==> src/rtl/iod_train_pkg.sv <==
// -----------------------------------------------------------------------------
// iod_train_pkg
// Shared definitions for the IOD eye-training controller:
//   - train_state_t : controller FSM states
//   - CALC_W        : working width of the centre calculation
//   - cnt_width()   : width of a counter that must reach max_val
//   - eye_centre()  : floor centre of a window (start + len/2)
// -----------------------------------------------------------------------------
package iod_train_pkg;

   localparam int CALC_W = 16;

   typedef enum logic [3:0] {
      IDLE,
      LOAD,
      CLEAR,
      SETTLE,
      SAMPLE,
      STEP,
      EVAL,
      RELOAD,
      CENTER,
      NEXT,
      DONE
   } train_state_t;

   function automatic int cnt_width(input int max_val);
      return (max_val < 1) ? 1 : $clog2(max_val + 1);
   endfunction

   function automatic logic [CALC_W-1:0] eye_centre(input logic [CALC_W-1:0] start,
                                                    input logic [CALC_W-1:0] len);
      return start + (len >> 1);
   endfunction

endpackage

==> src/rtl/iod_train_run_tracker.sv <==
// -----------------------------------------------------------------------------
// iod_train_run_tracker
// Tracks the current run of clean taps and the longest run seen so far while
// a delay line is swept. A strictly-greater compare keeps the earliest of
// equal-length runs.
// Ports:
//   clk, rst_n  : clock, asynchronous active-low reset
//   init        : clears all run state before a new sweep
//   update      : one evaluation for the tap currently sampled
//   dirty       : 1 if any eye-monitor flag fired on this tap
//   tap         : tap index being evaluated
//   best_len    : length of the longest clean run (TAP_W+1 bits)
//   best_start  : first tap of that run
// -----------------------------------------------------------------------------
module iod_train_run_tracker
   import iod_train_pkg::*;
#(
   parameter int TAP_W = 8
) (
   input  logic             clk,
   input  logic             rst_n,
   input  logic             init,
   input  logic             update,
   input  logic             dirty,
   input  logic [TAP_W-1:0] tap,
   output logic [TAP_W:0]   best_len,
   output logic [TAP_W-1:0] best_start
);

   logic [TAP_W:0]   run_len;
   logic [TAP_W-1:0] run_start;
   logic [TAP_W:0]   run_len_nxt;
   logic [TAP_W-1:0] run_start_nxt;

   always_comb begin
      run_len_nxt   = '0;
      run_start_nxt = run_start;
      if (!dirty) begin
         run_len_nxt = run_len + (TAP_W+1)'(1);
         if (run_len == '0) begin
            run_start_nxt = tap;
         end
      end
   end

   always_ff @(posedge clk or negedge rst_n) begin
      if (!rst_n) begin
         run_len    <= '0;
         run_start  <= '0;
         best_len   <= '0;
         best_start <= '0;
      end else if (init) begin
         run_len    <= '0;
         run_start  <= '0;
         best_len   <= '0;
         best_start <= '0;
      end else if (update) begin
         run_len   <= run_len_nxt;
         run_start <= run_start_nxt;
         if (run_len_nxt > best_len) begin
            best_len   <= run_len_nxt;
            best_start <= run_start_nxt;
         end
      end
   end

endmodule

==> src/rtl/iod_eye_training_ctrl.sv <==
// -----------------------------------------------------------------------------
// iod_eye_training_ctrl
// Sequential per-lane RX eye training for PF_IOD_GENERIC_RX lanes. Each lane's
// delay line is swept from tap 0 to NUM_TAPS-1; EARLY|LATE is OR-accumulated
// per tap, the widest clean window is found and the delay line is parked at
// its centre.
// Ports:
//   FAB_CLK, ARST_N          : clock, asynchronous active-low reset
//   TRAIN_START              : start pulse, honoured only when idle
//   EYE_MONITOR_EARLY/LATE   : per-lane eye-monitor flags
//   DELAY_LINE_LOAD/MOVE     : per-lane delay-line strobes (one-cycle pulses)
//   DELAY_LINE_DIRECTION     : constant increment direction
//   EYE_MONITOR_CLEAR_FLAGS  : per-lane flag-clear pulse
//   TRAIN_BUSY, TRAIN_DONE   : run status (DONE is sticky)
//   LANE_ERROR               : sticky per-lane fail (eye narrower than MIN_EYE)
//   LANE_TAP                 : parked tap per lane, lane i at [i*TAP_W +: TAP_W]
//   LANE_EYE_WIDTH           : best_len per lane, only with IOD_TRAIN_EYE_WIDTH_EN
// Optional build macro: IOD_TRAIN_EYE_WIDTH_EN
// -----------------------------------------------------------------------------
module iod_eye_training_ctrl
   import iod_train_pkg::*;
#(
   parameter int NUM_LANES     = 4,
   parameter int NUM_TAPS      = 128,
   parameter int TAP_W         = 8,
   parameter int SETTLE_CYCLES = 8,
   parameter int SAMPLE_CYCLES = 16,
   parameter int MIN_EYE       = 4
) (
   input  logic                       FAB_CLK,
   input  logic                       ARST_N,
   input  logic                       TRAIN_START,
   input  logic [NUM_LANES-1:0]       EYE_MONITOR_EARLY,
   input  logic [NUM_LANES-1:0]       EYE_MONITOR_LATE,
   output logic [NUM_LANES-1:0]       DELAY_LINE_LOAD,
   output logic [NUM_LANES-1:0]       DELAY_LINE_MOVE,
   output logic [NUM_LANES-1:0]       DELAY_LINE_DIRECTION,
   output logic [NUM_LANES-1:0]       EYE_MONITOR_CLEAR_FLAGS,
   output logic                       TRAIN_BUSY,
   output logic                       TRAIN_DONE,
   output logic [NUM_LANES-1:0]       LANE_ERROR,
   output logic [NUM_LANES*TAP_W-1:0] LANE_TAP
`ifdef IOD_TRAIN_EYE_WIDTH_EN
   ,
   output logic [NUM_LANES*(TAP_W+1)-1:0] LANE_EYE_WIDTH
`endif
);

   localparam int LANE_W = (NUM_LANES > 1) ? $clog2(NUM_LANES) : 1;
   localparam int CNT_W  = cnt_width((SETTLE_CYCLES > SAMPLE_CYCLES) ? SETTLE_CYCLES : SAMPLE_CYCLES);

   localparam logic [CNT_W-1:0]  SETTLE_LAST = CNT_W'(SETTLE_CYCLES - 1);
   localparam logic [CNT_W-1:0]  SAMPLE_LAST = CNT_W'(SAMPLE_CYCLES - 1);
   localparam logic [TAP_W-1:0]  TAP_LAST    = TAP_W'(NUM_TAPS - 1);
   localparam logic [LANE_W-1:0] LANE_LAST   = LANE_W'(NUM_LANES - 1);
   localparam logic [TAP_W:0]    MIN_EYE_L   = (TAP_W+1)'(MIN_EYE);

   // Reset asserts immediately but is released only on a clock edge.
   logic [1:0] rst_sync;
   logic       rst_n;

   always_ff @(posedge FAB_CLK or negedge ARST_N) begin
      if (!ARST_N) begin
         rst_sync <= '0;
      end else begin
         rst_sync <= {rst_sync[0], 1'b1};
      end
   end

   assign rst_n = rst_sync[1];

   // The delay line only ever steps upward.
   assign DELAY_LINE_DIRECTION = '1;

   train_state_t      state;
   logic [LANE_W-1:0] lane_idx;
   logic [TAP_W-1:0]  tap;
   logic [CNT_W-1:0]  cnt;
   logic [TAP_W-1:0]  centre;
   logic [TAP_W-1:0]  ctr_cnt;
   logic              ctr_gap;
   logic              dirty_acc;

   logic              flag_now;
   logic              sample_done;
   logic [TAP_W:0]    best_len;
   logic [TAP_W-1:0]  best_start;

   assign flag_now    = EYE_MONITOR_EARLY[lane_idx] | EYE_MONITOR_LATE[lane_idx];
   assign sample_done = (state == SAMPLE) && (cnt == SAMPLE_LAST);

   // The final sample cycle folds its live flag straight into the verdict.
   iod_train_run_tracker #(
      .TAP_W (TAP_W)
   ) u_run_tracker (
      .clk        (FAB_CLK),
      .rst_n      (rst_n),
      .init       (state == LOAD),
      .update     (sample_done),
      .dirty      (dirty_acc | flag_now),
      .tap        (tap),
      .best_len   (best_len),
      .best_start (best_start)
   );

   always_ff @(posedge FAB_CLK or negedge rst_n) begin
      if (!rst_n) begin
         state                   <= IDLE;
         lane_idx                <= '0;
         tap                     <= '0;
         cnt                     <= '0;
         centre                  <= '0;
         ctr_cnt                 <= '0;
         ctr_gap                 <= 1'b0;
         dirty_acc               <= 1'b0;
         DELAY_LINE_LOAD         <= '0;
         DELAY_LINE_MOVE         <= '0;
         EYE_MONITOR_CLEAR_FLAGS <= '0;
         TRAIN_BUSY              <= 1'b0;
         TRAIN_DONE              <= 1'b0;
         LANE_ERROR              <= '0;
         LANE_TAP                <= '0;
`ifdef IOD_TRAIN_EYE_WIDTH_EN
         LANE_EYE_WIDTH          <= '0;
`endif
      end else begin
         DELAY_LINE_LOAD         <= '0;
         DELAY_LINE_MOVE         <= '0;
         EYE_MONITOR_CLEAR_FLAGS <= '0;

         case (state)
            IDLE: begin
               if (TRAIN_START) begin
                  TRAIN_BUSY <= 1'b1;
                  TRAIN_DONE <= 1'b0;
                  LANE_ERROR <= '0;
                  LANE_TAP   <= '0;
`ifdef IOD_TRAIN_EYE_WIDTH_EN
                  LANE_EYE_WIDTH <= '0;
`endif
                  lane_idx   <= '0;
                  state      <= LOAD;
               end
            end

            LOAD: begin
               DELAY_LINE_LOAD[lane_idx] <= 1'b1;
               tap                       <= '0;
               state                     <= CLEAR;
            end

            CLEAR: begin
               EYE_MONITOR_CLEAR_FLAGS[lane_idx] <= 1'b1;
               cnt                               <= '0;
               state                             <= SETTLE;
            end

            SETTLE: begin
               if (cnt == SETTLE_LAST) begin
                  cnt       <= '0;
                  dirty_acc <= 1'b0;
                  state     <= SAMPLE;
               end else begin
                  cnt <= cnt + CNT_W'(1);
               end
            end

            SAMPLE: begin
               if (cnt == SAMPLE_LAST) begin
                  dirty_acc <= 1'b0;
                  state     <= (tap == TAP_LAST) ? EVAL : STEP;
               end else begin
                  dirty_acc <= dirty_acc | flag_now;
                  cnt       <= cnt + CNT_W'(1);
               end
            end

            STEP: begin
               DELAY_LINE_MOVE[lane_idx] <= 1'b1;
               tap                       <= tap + TAP_W'(1);
               state                     <= CLEAR;
            end

            EVAL: begin
               if (best_len < MIN_EYE_L) begin
                  LANE_ERROR[lane_idx] <= 1'b1;
                  centre               <= '0;
               end else begin
                  centre <= TAP_W'(eye_centre(CALC_W'(best_start), CALC_W'(best_len)));
               end
`ifdef IOD_TRAIN_EYE_WIDTH_EN
               LANE_EYE_WIDTH[lane_idx*(TAP_W+1) +: (TAP_W+1)] <= best_len;
`else
               // best_len is consumed only by the centre calculation here.
`endif
               state <= RELOAD;
            end

            RELOAD: begin
               DELAY_LINE_LOAD[lane_idx] <= 1'b1;
               ctr_cnt                   <= '0;
               ctr_gap                   <= 1'b0;
               state                     <= CENTER;
            end

            // MOVE pulses are separated by an idle cycle so the delay line
            // never sees back-to-back steps.
            CENTER: begin
               if (ctr_gap) begin
                  ctr_gap <= 1'b0;
               end else if (ctr_cnt != centre) begin
                  DELAY_LINE_MOVE[lane_idx] <= 1'b1;
                  ctr_cnt                   <= ctr_cnt + TAP_W'(1);
                  ctr_gap                   <= 1'b1;
               end else begin
                  LANE_TAP[lane_idx*TAP_W +: TAP_W] <= centre;
                  state                             <= NEXT;
               end
            end

            NEXT: begin
               if (lane_idx == LANE_LAST) begin
                  state <= DONE;
               end else begin
                  lane_idx <= lane_idx + LANE_W'(1);
                  state    <= LOAD;
               end
            end

            DONE: begin
               TRAIN_BUSY <= 1'b0;
               TRAIN_DONE <= 1'b1;
               state      <= IDLE;
            end

            default: state <= IDLE;
         endcase
      end
   end

endmodule

==> config.mk <==
export PLATFORM = sky130hd
export DESIGN_NAME = iod_eye_training_ctrl
export DESIGN_NICKNAME = d
export VERILOG_FILES = /design/src/rtl/iod_train_pkg.sv /design/src/rtl/iod_train_run_tracker.sv /design/src/rtl/iod_eye_training_ctrl.sv
export SDC_FILE = /design/constraint.sdc
export NUM_CORES = 1
export LEC_CHECK = 0
export CAP_MARGIN = 20
export CORE_MARGIN = 1.5
export CORE_UTILIZATION = 57
export CTS_CLUSTER_SIZE = 20
export DETAILED_ROUTE_END_ITERATION = 16
export PLACE_DENSITY = 0.91
export SYNTH_ARGS = -nofsm -noshare
export SYNTH_HDL_FRONTEND = slang
export SYNTH_HIERARCHICAL = 1
export SYNTH_SLANG_ARGS = --single-unit
export TNS_END_PERCENT = 30
==> constraint.sdc <==
create_clock -name FAB_CLK -period 4.7 [get_ports FAB_CLK]
set_input_delay 1.175 -clock FAB_CLK [delete_from_list [all_inputs] [get_ports FAB_CLK]]
set_output_delay 1.175 -clock FAB_CLK [all_outputs]
set_load 0.005 [all_outputs]
==> results of run 1 <==
## power groups by stage
stage	registers, uW	logic [uW]	clock network [uW]
after floorplan	1100	6.21	0
final	1070	39.6	1300
after global routing	1070	45.8	1360
after detailed placement	1100	26.1	0
after CTS	1080	26.3	1300
after global placement	1100	24.9	0
## Yosys cell counts, types with 13 or more instances
cell type,count,area share (%)
dfrtp_1,123,47
inv_1,24,1.4
nor3_1,14,1.1
o21ai_0,39,3.0
nand2_1,56,3.2
ha_1,26,5.0
nor2_1,57,3.3
a22o_1,40,5.4
nand3_1,16,1.2
a21oi_1,34,2.6
nand4_1,13,1.2
mux2i_1,25,3.8
## sequential cells by signal, summed over array words and instances (netlist names), 5 cells and up
| register | cells |
|---|---|
| cnt | 5 |
| u_run_tracker/run_start | 8 |
| LANE_TAP | 32 |
| u_run_tracker/best_len | 9 |
| u_run_tracker/run_len | 9 |
| centre | 8 |
| tap | 8 |
| u_run_tracker/best_start | 8 |
| ctr_cnt | 8 |
## final cells by class
cell class	count	area, um2
clock buffer	26	499
timing repair buffer	67	673
sequential	123	3080
inverter	25	93.8
clock inverter	6	85.1
tap	140	175
fill	758	3200
multi-input combinational	469	3170
## per-stage QoR
| step | hold WS (ns) | instances | setup slack [ns] |
|---|---|---|---|
| final | 0.132 | 856 | 0.447 |
| after global routing | 0.151 | 856 | 0.331 |
| after CTS | 0.354 | 855 | 0.584 |
| after detailed placement | 0.340 | 823 | 0.111 |
| after global placement | 0.340 | 823 | 0.445 |
| after floorplan | 0.331 | 647 | 0.649 |
## logic make-up (layout without fill, tap and decap cells)
family                     count (synthesis)  after routing  share of synthesized area [%]
adders and majority gates                 27             27                           5.31
AOI/OAI and AO/OA                        171            171                           18.0
and+or+nand+nor                          218            218                           18.1
muxes                                     28             28                           4.36
xor gates and xnor gates                  20             20                           2.69
DFF                                      123            123                           47.3
other                                      1              5                         0.0576
buffers and inverters                     55            124                           4.25
## worst max-delay path: stages
cell and delay [ns]:
clkdlybuf4s50_1 0.41, nor3_1 0.17, a21oi_1 0.07, a211o_1 0.43, nor2_1 0.14, nor4b_1 0.49, or2_2 0.22, ha_1 0.27
a41o_1 0.27, a211oi_1 0.28, a211o_1 0.41, mux2i_1 0.26
## worst max-delay path by stage
stage	to	start	slack [ns]
after floorplan	u_run_tracker/best_len[0]$_DFFE_PN0P_	EYE_MONITOR_EARLY[0]	0.65
after global routing	u_run_tracker/best_start[7]$_DFFE_PN0P_	EYE_MONITOR_EARLY[0]	0.33
final	u_run_tracker/best_start[6]$_DFFE_PN0P_	EYE_MONITOR_EARLY[2]	0.45
after CTS	u_run_tracker/best_start[6]$_DFFE_PN0P_	EYE_MONITOR_EARLY[0]	0.58
after global placement	u_run_tracker/best_start[0]$_DFFE_PN0P_	EYE_MONITOR_EARLY[0]	0.45
after detailed placement	u_run_tracker/best_len[5]$_DFFE_PN0P_	EYE_MONITOR_EARLY[0]	0.11
## routing by layer
metal,wire length (um),vias up
li1,-,2459
met1,6780,2707
met2,8160,322
met3,1230,59
met4,540,0
met5,0,-
==> out/metrics.cfg, run 1 <==
[grt]
grt_use_met2_pct = 49.1
grt_max_degree = 80
grt_pass1_vias = 5534
grt_pass1_wl_um = 27500
grt-busiest-layer = met2
gr-usage-met3_pct = 7.82
grt_usage_pct = 30.2
grt-ovfl-total = 0
antenna_found_initial = 0
grt_util_met1_pct = 37.1

[clock_network]
cts_tree = done
max-clock-path-buffers = 2
cts_resized = 0
cts_root_buf = clkbuf_16
clkLatencyLatePin_ns = 0.43
clock-sinks = 123
htree_levels = 4
path_clk_slew_ns = 0.06
cts_made_buffers = 17
cts_hold_buf = 0
postCtsSetupRepairBufs = 0

[die]
rows = 38
die_x_um = 110
num_io_pins = 65
initial_core_util_pct = 59.3
die_h_um = 110
die-area_um2 = 12100
core_area_um2 = 11000

[placement]
dp_hpwl_um = 11000
port_buffers = 60
placed_cell_area_um2 = 7170
gp_congestion = 0.944

[pwr]
power.leakage_uw = 0.00347
p_seq_share_pct = 44.3
swShare_pct = 20.5
clkPwrFrac_pct = 54.0
p_total_uw = 2410
power_per_cell_area_nw_per_um2 = 309
p_sw_uw = 493
power_frac_comb_pct = 1.6
power.internal_uw = 1910
ir_worst_vdd_mv = 0.291

[sta]
hold_violations = 0
setup_viol = 0
rsz0062_at_grt = false
finalMaxSlewViolations = 0
finClkSkew_ns = 0.0137
max_slew_margin_pct = 43.7
tightest_slew_ns = 0.838
period_needed_ns = 4.25
post-route-period-util_pct = 90.5
fmax_ghz = 0.235
setup_tns_ns = 0

[synthesis]
yosys_warnings = 6
avgSynthCellArea_um2 = 10.1
async_flop_share_pct = 100
ys.flop_type = dfrtp_1
synth-seq-cells = 123
synth_edf_count = 0
syn-instance-count = 643
yosysUniqueCellTypes = 68
mappedNetlistArea_um2 = 6510
seq_area_frac_synth_pct = 47.3

[layout]
synthToLayoutAreaGrowth_pct = 19.6
finalNetCount = 741
fin_area_um2 = 7780
layout_commonest_cell = dfrtp_1
layout-drive-gt1-share_pct = 8.10
final_util_pct = 70.8
final_cell_mix = dfrtp_1 (122), clkdlybuf4s50_1 (60), nor2_1 (57)
diodes = 0

[critical_path]
r2r_slack_ns = 1.00
worstSetupPathType = input pin to flop
reg2reg_to = u_run_tracker/best_start[6]$_DFFE_PN0P_
cp_data_required_time_ns = 5.04
crit_fanout = 8
cp-end-kind = flop
crit_arrival_ns = 4.59
r2r_cells = 11
reg2reg_from = lane_idx[0]$_DFFE_PN0P_
startpoint_type = input pin

[routing]
drt-total-wl_um = 16700
dr.pass1.iters = 5
viasPerCell = 6.48
drtAntennaViolNets = 0
post-route-drc-count = 0
drt-wirelength-per-cell_um = 19.5
drt_iter0_markers = 546
vias = 5547

[status]
status = finished, final reports clean

[job]
maxCapViolCount = 0

[hold_path]
hold_path_class = flop to asynchronous set/reset pin

Power figures use the tool's default switching activity.
==> run 2: changes to the inputs <==
- CAP_MARGIN: 20 -> 0
==> out/metrics.cfg, run 2 (synthesis gave the netlist of run 1 again) <==
[status]
status = finished, final reports clean

[routing]
wl_met1_um = 6660  ; -1.7%
wl_met3_um = 1270  ; +3.2%
viasPerCell = 6.43  ; -0.79%
drtAntennaViolNets = 0  ; unchanged
dr.pass1.iters = 5  ; unchanged
vias = 5497  ; -0.90%
drt-wirelength-per-cell_um = 19.4  ; -0.81%
drt_iter0_markers = 539  ; -1.3%
topRoutingLayerUsed = met4
dr_wl_met2_um = 8050  ; -1.4%
drt-total-wl_um = 16600  ; -0.92%
post-route-drc-count = 0  ; unchanged

[grt]
grt_usage_pct = 30.2  ; unchanged
antenna_found_initial = 0  ; unchanged
grt-ovfl-total = 0  ; unchanged
grt_pass1_vias = 5534  ; unchanged
grt_max_degree = 80  ; unchanged
grt_pass1_wl_um = 27500  ; unchanged

[pwr]
clkPwrFrac_pct = 54.0  ; about the same
power_frac_comb_pct = 1.1  ; -0.5 points
power.leakage_uw = 0.00346  ; -0.36%
p_sw_uw = 490  ; -0.50%
power_per_cell_area_nw_per_um2 = 310  ; +0.15%
p_seq_share_pct = 44.9  ; +0.6 points
swShare_pct = 20.4  ; -0.060 points
power.internal_uw = 1910  ; -0.13%
ir_worst_vdd_mv = 0.316  ; +8.8%

[layout]
final_cell_mix = dfrtp_1 (122), clkdlybuf4s50_1 (60), nor2_1 (57)
diodes = 0  ; unchanged
synthToLayoutAreaGrowth_pct = 19.2
stdcell_count = 855  ; -0.12%
layout-drive-gt1-share_pct = 7.97  ; -0.13 points
finalNetCount = 740  ; -0.13%
largest-register = LANE_TAP
reg.largest.list = LANE_TAP: 32 flops, u_run_tracker/best_len: 9 flops, u_run_tracker/run_len: 9 flops
largest_reg_flops = 32  ; unchanged
layout_commonest_cell = dfrtp_1

[sta]
rsz0062_at_grt = false
hold_violations = 0  ; unchanged
setup_viol = 0  ; unchanged
period_needed_ns = 4.28  ; +0.0298 ns
setup_tns_ns = 0  ; unchanged
max_slew_margin_pct = 33.7  ; -10 points
finClkSkew_ns = 0.0127  ; -0.000988 ns
finalMaxSlewViolations = 0  ; unchanged
post-route-period-util_pct = 91.1  ; +0.63 points
tightest_slew_ns = 0.995  ; +0.157 ns
fmax_ghz = 0.234  ; -0.70%

[clock_network]
clock-sinks = 123  ; unchanged
path_clk_slew_ns = 0.05  ; about the same
htree_levels = 4  ; unchanged
cts_hold_buf = 0  ; unchanged
clkLatencyLatePin_ns = 0.43  ; about the same
cts_tree = done
cts_root_buf = clkbuf_16
max-clock-path-buffers = 2  ; unchanged
postCtsSetupRepairBufs = 0  ; unchanged
cts_made_buffers = 17  ; unchanged
cts_resized = 0  ; unchanged

[die]
rows = 38  ; unchanged
die_x_um = 110  ; unchanged
die_h_um = 110  ; unchanged
die-area_um2 = 12100  ; unchanged
initial_core_util_pct = 59.3  ; unchanged
core_area_um2 = 11000  ; unchanged
num_io_pins = 65  ; unchanged

[critical_path]
crit_arrival_ns = 4.62  ; +0.03 ns
cp-end-kind = flop
crit_fanout = 7  ; -1
worstSetupStartpoint = EYE_MONITOR_EARLY[2]
reg2reg_from = lane_idx[0]$_DFFE_PN0P_
startpoint_type = input pin
worstSetupPathType = input pin to flop
cp_data_required_time_ns = 5.04  ; about the same

[hold_path]
hp-start = rst_sync[0]$_DFF_PN0_
hold_path_class = flop to flop

[job]
maxCapViolCount = 0  ; unchanged

[placement]
port_buffers = 60  ; unchanged
gp_congestion = 0.944  ; unchanged
dp_cells = 823  ; unchanged
dp_hpwl_um = 11000  ; unchanged

[run 2: changes by cell type in the layout (fill, tap and decap cells not counted), sizes merged]
cell / before / now
buf: 7 / 6
[run 2: layout make-up]
type / instances / area, um2
sequential: 123 / 3080
multi-input combinational: 469 / 3170
inverter: 25 / 93.8
clock buffer: 26 / 499
tap: 140 / 175
clock inverter: 6 / 85.1
timing repair buffer: 66 / 646
fill: 762 / 3230
[run 2: per-stage QoR]
step                hold WS, ns  utilization (%)  instance area (um2)  worst slack (ns)  total power (uW)
floorplan                 0.331                -                 6520             0.649              1100
global placement          0.340             65.3                 7170             0.445              1120
detailed placement        0.340             65.3                 7170             0.111              1120
CTS                       0.354             70.6                 7750             0.584              2410
global route              0.365             70.6                 7750             0.331              2460
finish                    0.352             70.6                 7750             0.418              2400
[run 2: critical path, stage by stage]
cell and delay, ns:
clkdlybuf4s50_1 0.41, nor3_1 0.17, a21oi_1 0.07, a211o_1 0.43
nor2_1 0.15, nor4b_1 0.50, or2_2 0.22, ha_1 0.19
a41o_1 0.23, a211oi_1 0.07, a211oi_1 0.49, buf_4 0.28
mux2i_1 0.22
[run 2: power groups by stage]
stage / Combinational (uW) / Sequential (uW) / Clock (uW)
after floorplan: 6.21 / 1100 / 0
after global placement: 24.9 / 1100 / 0
after detailed placement: 26.1 / 1100 / 0
after CTS: 26.3 / 1080 / 1300
after global routing: 29.3 / 1080 / 1360
final: 26.1 / 1080 / 1300
[run 2: path summary, 6_finish.rpt]
path                                                              end  slack [ns]  cells past startpoint
worst max-delay path            u_run_tracker/best_len[5]$_DFFE_PN0P_        0.42                     13
worst min-delay path                            rst_sync[1]$_DFF_PN0_        0.35                      0
worst max register to register  u_run_tracker/best_len[5]$_DFFE_PN0P_        0.96                     12
worst min register to register                  rst_sync[1]$_DFF_PN0_        0.35                      0
max in group asynchronous                    LANE_TAP[22]$_DFFE_PN0P_        3.07                      1
min in group asynchronous                       dirty_acc$_DFFE_PN0P_        0.49                      0
[run 2: per-layer routing]
metal | GRT usage (%) | up-vias
li1 | - | 2460
met3 | 7.82 | 61
met2 | 49.1 | 297
met5 | 0 | -
met4 | 15.3 | 0
met1 | 37.1 | 2679
==> run 3: changes to the inputs <==
- CTS_CLUSTER_SIZE: 20 -> 25
==> results of run 3 <==
The final DEF is identical to that of run 2; final timing and power are the same.
==> edit: new RTL, config.mk and constraints of run 2 <==
The option `IOD_TRAIN_EYE_WIDTH_EN` is turned on by a define.
--- a/src/rtl/iod_eye_training_ctrl.sv
+++ b/src/rtl/iod_eye_training_ctrl.sv
@@ -17,6 +17,8 @@
 //   LANE_EYE_WIDTH           : best_len per lane, only with IOD_TRAIN_EYE_WIDTH_EN
 // Optional build macro: IOD_TRAIN_EYE_WIDTH_EN
 // -----------------------------------------------------------------------------
+`define IOD_TRAIN_EYE_WIDTH_EN
+
 module iod_eye_training_ctrl
    import iod_train_pkg::*;
 #(
Function (old outputs only; new: LANE_EYE_WIDTH): kept (Yosys induction, for registers that start in step).
==> edit against run 2 <==
  * First-iteration DRC count increased by 69%
  * Final area rose by 24%
  * Die area is 21% higher
  * Area after synthesis rose by 22%
  * Wire length up 25%
  * Global-route usage fell by 0.17 points
  * Non-clock buffer count grew 39
  * Hold slack got worse by 3.9 ps
  * Sequential cell count is 36 higher
  * Power is 23% higher
  * Synthesized cell count rose by 21%
  * Register-to-register slack improved by 190 ps
  * Utilization increased by 1.4 points
  * Setup slack improved by 200 ps
  * Critical path type unchanged
  * Largest cell class is now registers
  * Highest routed layer unchanged
==> edit: results (changes against run 2) <==
The run gives 1055 (was 855) as the number of non-filler instances in the completed layout. The clock root buffer is clkbuf_16 (unchanged). The flip-flop cell with the highest count after synthesis is dfrtp_1 (unchanged). The number of input and output port buffers inserted was 96 (was 60); the net count of the finished layout was 904 (was 740). The worst ir drop on vdd came out at 0.000301 V (was 0.000316 V). For the fill cell instance count of the final layout, the log shows 882 (was 762).

Largest net degree at the start of global routing: 63 (was 80). The arithmetic-cell share of the synthesized area counting full adders, half adders and majority gates came out at 4.35% (was 5.31%). Biggest area contributors in the synthesized netlist: dfrtp_1 (50%), a22o_1 (5.0%), ha_1 (4.1%) (was dfrtp_1 (47%), a22o_1 (5.4%), ha_1 (5.0%)).

The total detailed-routing wirelength is 20.7 mm (was 16.6 mm). The detailed router's first-iteration violation count was 909 (was 539); the wire length of the first global-routing pass was 34.1 mm (was 27.5 mm). The number of buffers inserted during clock tree synthesis was 17 (unchanged); the area fraction in compound gates after synthesis was 16.7% (was 18.0%).

The worst-path maximum fanout is 5 (was 7), and the number of global-route vias before repair is 6560 (was 5534). The post-placement cell count came out at 1023 (was 823). The flow ran to the end, and the final reports show no timing, DRC or antenna violations. The total iterations of the first detailed-routing run is 6 (was 5), and the post-placement cell area is 8990 µm² (was 7170 µm²).

Largest registers ranked by flip-flop count: LANE_EYE_WIDTH x36, LANE_TAP x32 (was LANE_TAP x32, u_run_tracker/best_len x9, u_run_tracker/run_len x9). The synthesized area per cell is 10.2 µm² (was 10.1 µm²), and the fraction of layout instances using a drive strength above 1 is 7.85% (was 7.97%). The tools report the number of distinct library cells after synthesis as 65 (was 68). The run gives 4410 ps (was 4620 ps) as the data arrival time of the critical path.

The worst-case clock skew was 7.32 ps (was 12.7 ps); the overall global routing resource usage was 30.0% (was 30.2%). Maximum clock insertion buffer count: 2 (unchanged). The number of pins with negative max-slew slack in the final report came out at 0 (unchanged). The xor and xnor area share after synthesis was 2.21% (was 2.69%); the static leakage power was 0.00421 µW (was 0.00346 µW). Path type of the worst min-delay path: reg -> reg (unchanged). The mux contribution to synthesized area is 4.47% (was 4.36%), and the global placer's final weighted congestion is 0.879 (was 0.944).

The initial antenna violation count is 0 (unchanged). The transition time at the pin with the least slew margin works out to 1350 ps (was 995 ps). The number of vias per cell after detailed routing is 6.30 (was 6.43), and the fraction of the yosys area taken by sequential cells is 50.1% (was 47.3%). Most numerous cell types in the synthesized netlist: dfrtp_1 (159), nand2_1 (85), nor2_1 (53) (was dfrtp_1 (123), nor2_1 (57), nand2_1 (56)). The tools report the detailed-placement wirelength estimate as 13.8 mm (was 11.0 mm).
-- edit: cell count changes after synthesis, moves of 5 or more --
cell / delta
dfrtp_1: +36
nand2_1: +29
nand3_1: +26
o21ai_1: +15
and2_1: +7
clkbuf_1: +6
mux2i_1: +6
o21ai_0: +6
a21oi_1: -5
a22o_1: +5
-- edit: metrics by stage --
step | util [%] | setup slack, ps | total power [µW]
floorplan | - | 651 | 1420
global placement | 67.1 | 409 | 1430
detailed placement | 67.1 | 296 | 1430
CTS | 72.0 | 626 | 2940
global route | 72.0 | 318 | 3020
finish | 72.0 | 615 | 2940
-- edit: kinds of logic after synthesis --
logic type               after synthesis
AND/OR/NAND/NOR                      279
AO/OA/AOI/OAI                        194
flip-flops                           159
buffers and inverters                 62
multiplexers                          35
adder cells (fa/ha/maj)               27
XOR/XNOR                              20
other                                  1
-- edit: critical path, stage by stage --
cell and delay, ps:
clkdlybuf4s50_1 450, nor3_1 40, a211oi_1 230, a211o_1 220, inv_1 110, o311a_1 130, or2_2 300, ha_1 360
and4_1 220, a211oi_1 70, a211oi_1 580, buf_4 250, mux2i_1 260
-- edit: worst paths after layout --
check	start	endpoint	slack, ps	cells past startpoint
max in group asynchronous	rst_sync[1]	u_run_tracker/best_len[6]	3170	1
worst min-delay path	rst_sync[0]	rst_sync[1]	350	0
worst max register to register	lane_idx[0]	u_run_tracker/best_len[1]	1150	12
worst min register to register	rst_sync[0]	rst_sync[1]	350	0
worst max-delay path	EYE_MONITOR_EARLY[0]	u_run_tracker/best_len[1]	620	13
min in group asynchronous	rst_sync[1]	ctr_cnt[5]	430	0
-- edit: per-layer routing --
metal,part of all wire (%),global-route usage [%],vias to the layer above
met5,0,0,-
met4,2.6,13.4,0
met2,50,49.0,323
li1,-,-,2987
met3,7.5,6.58,55
met1,40,38.5,3282
-- edit: layout make-up --
type | instances | area (µm²) | area share [%]
well taps | 176 | 220 | 2.28
clock buffers | 23 | 478 | 4.95
repair buffers | 105 | 1030 | 10.7
flip-flops and latches | 159 | 3980 | 41.3
inverters | 23 | 86.3 | 0.894
multi-input cells | 560 | 3680 | 38.1
clock inverters | 9 | 179 | 1.85
-- edit: power breakdown --
| group | internal, µW | total (µW) | switching, µW |
|---|---|---|---|
| sequential | 1370 | 1380 | 9.95 |
| combinational | 8.87 | 27.0 | 18.1 |
| clock | 986 | 1540 | 549 |
| total | 2370 | 2940 | 577 |
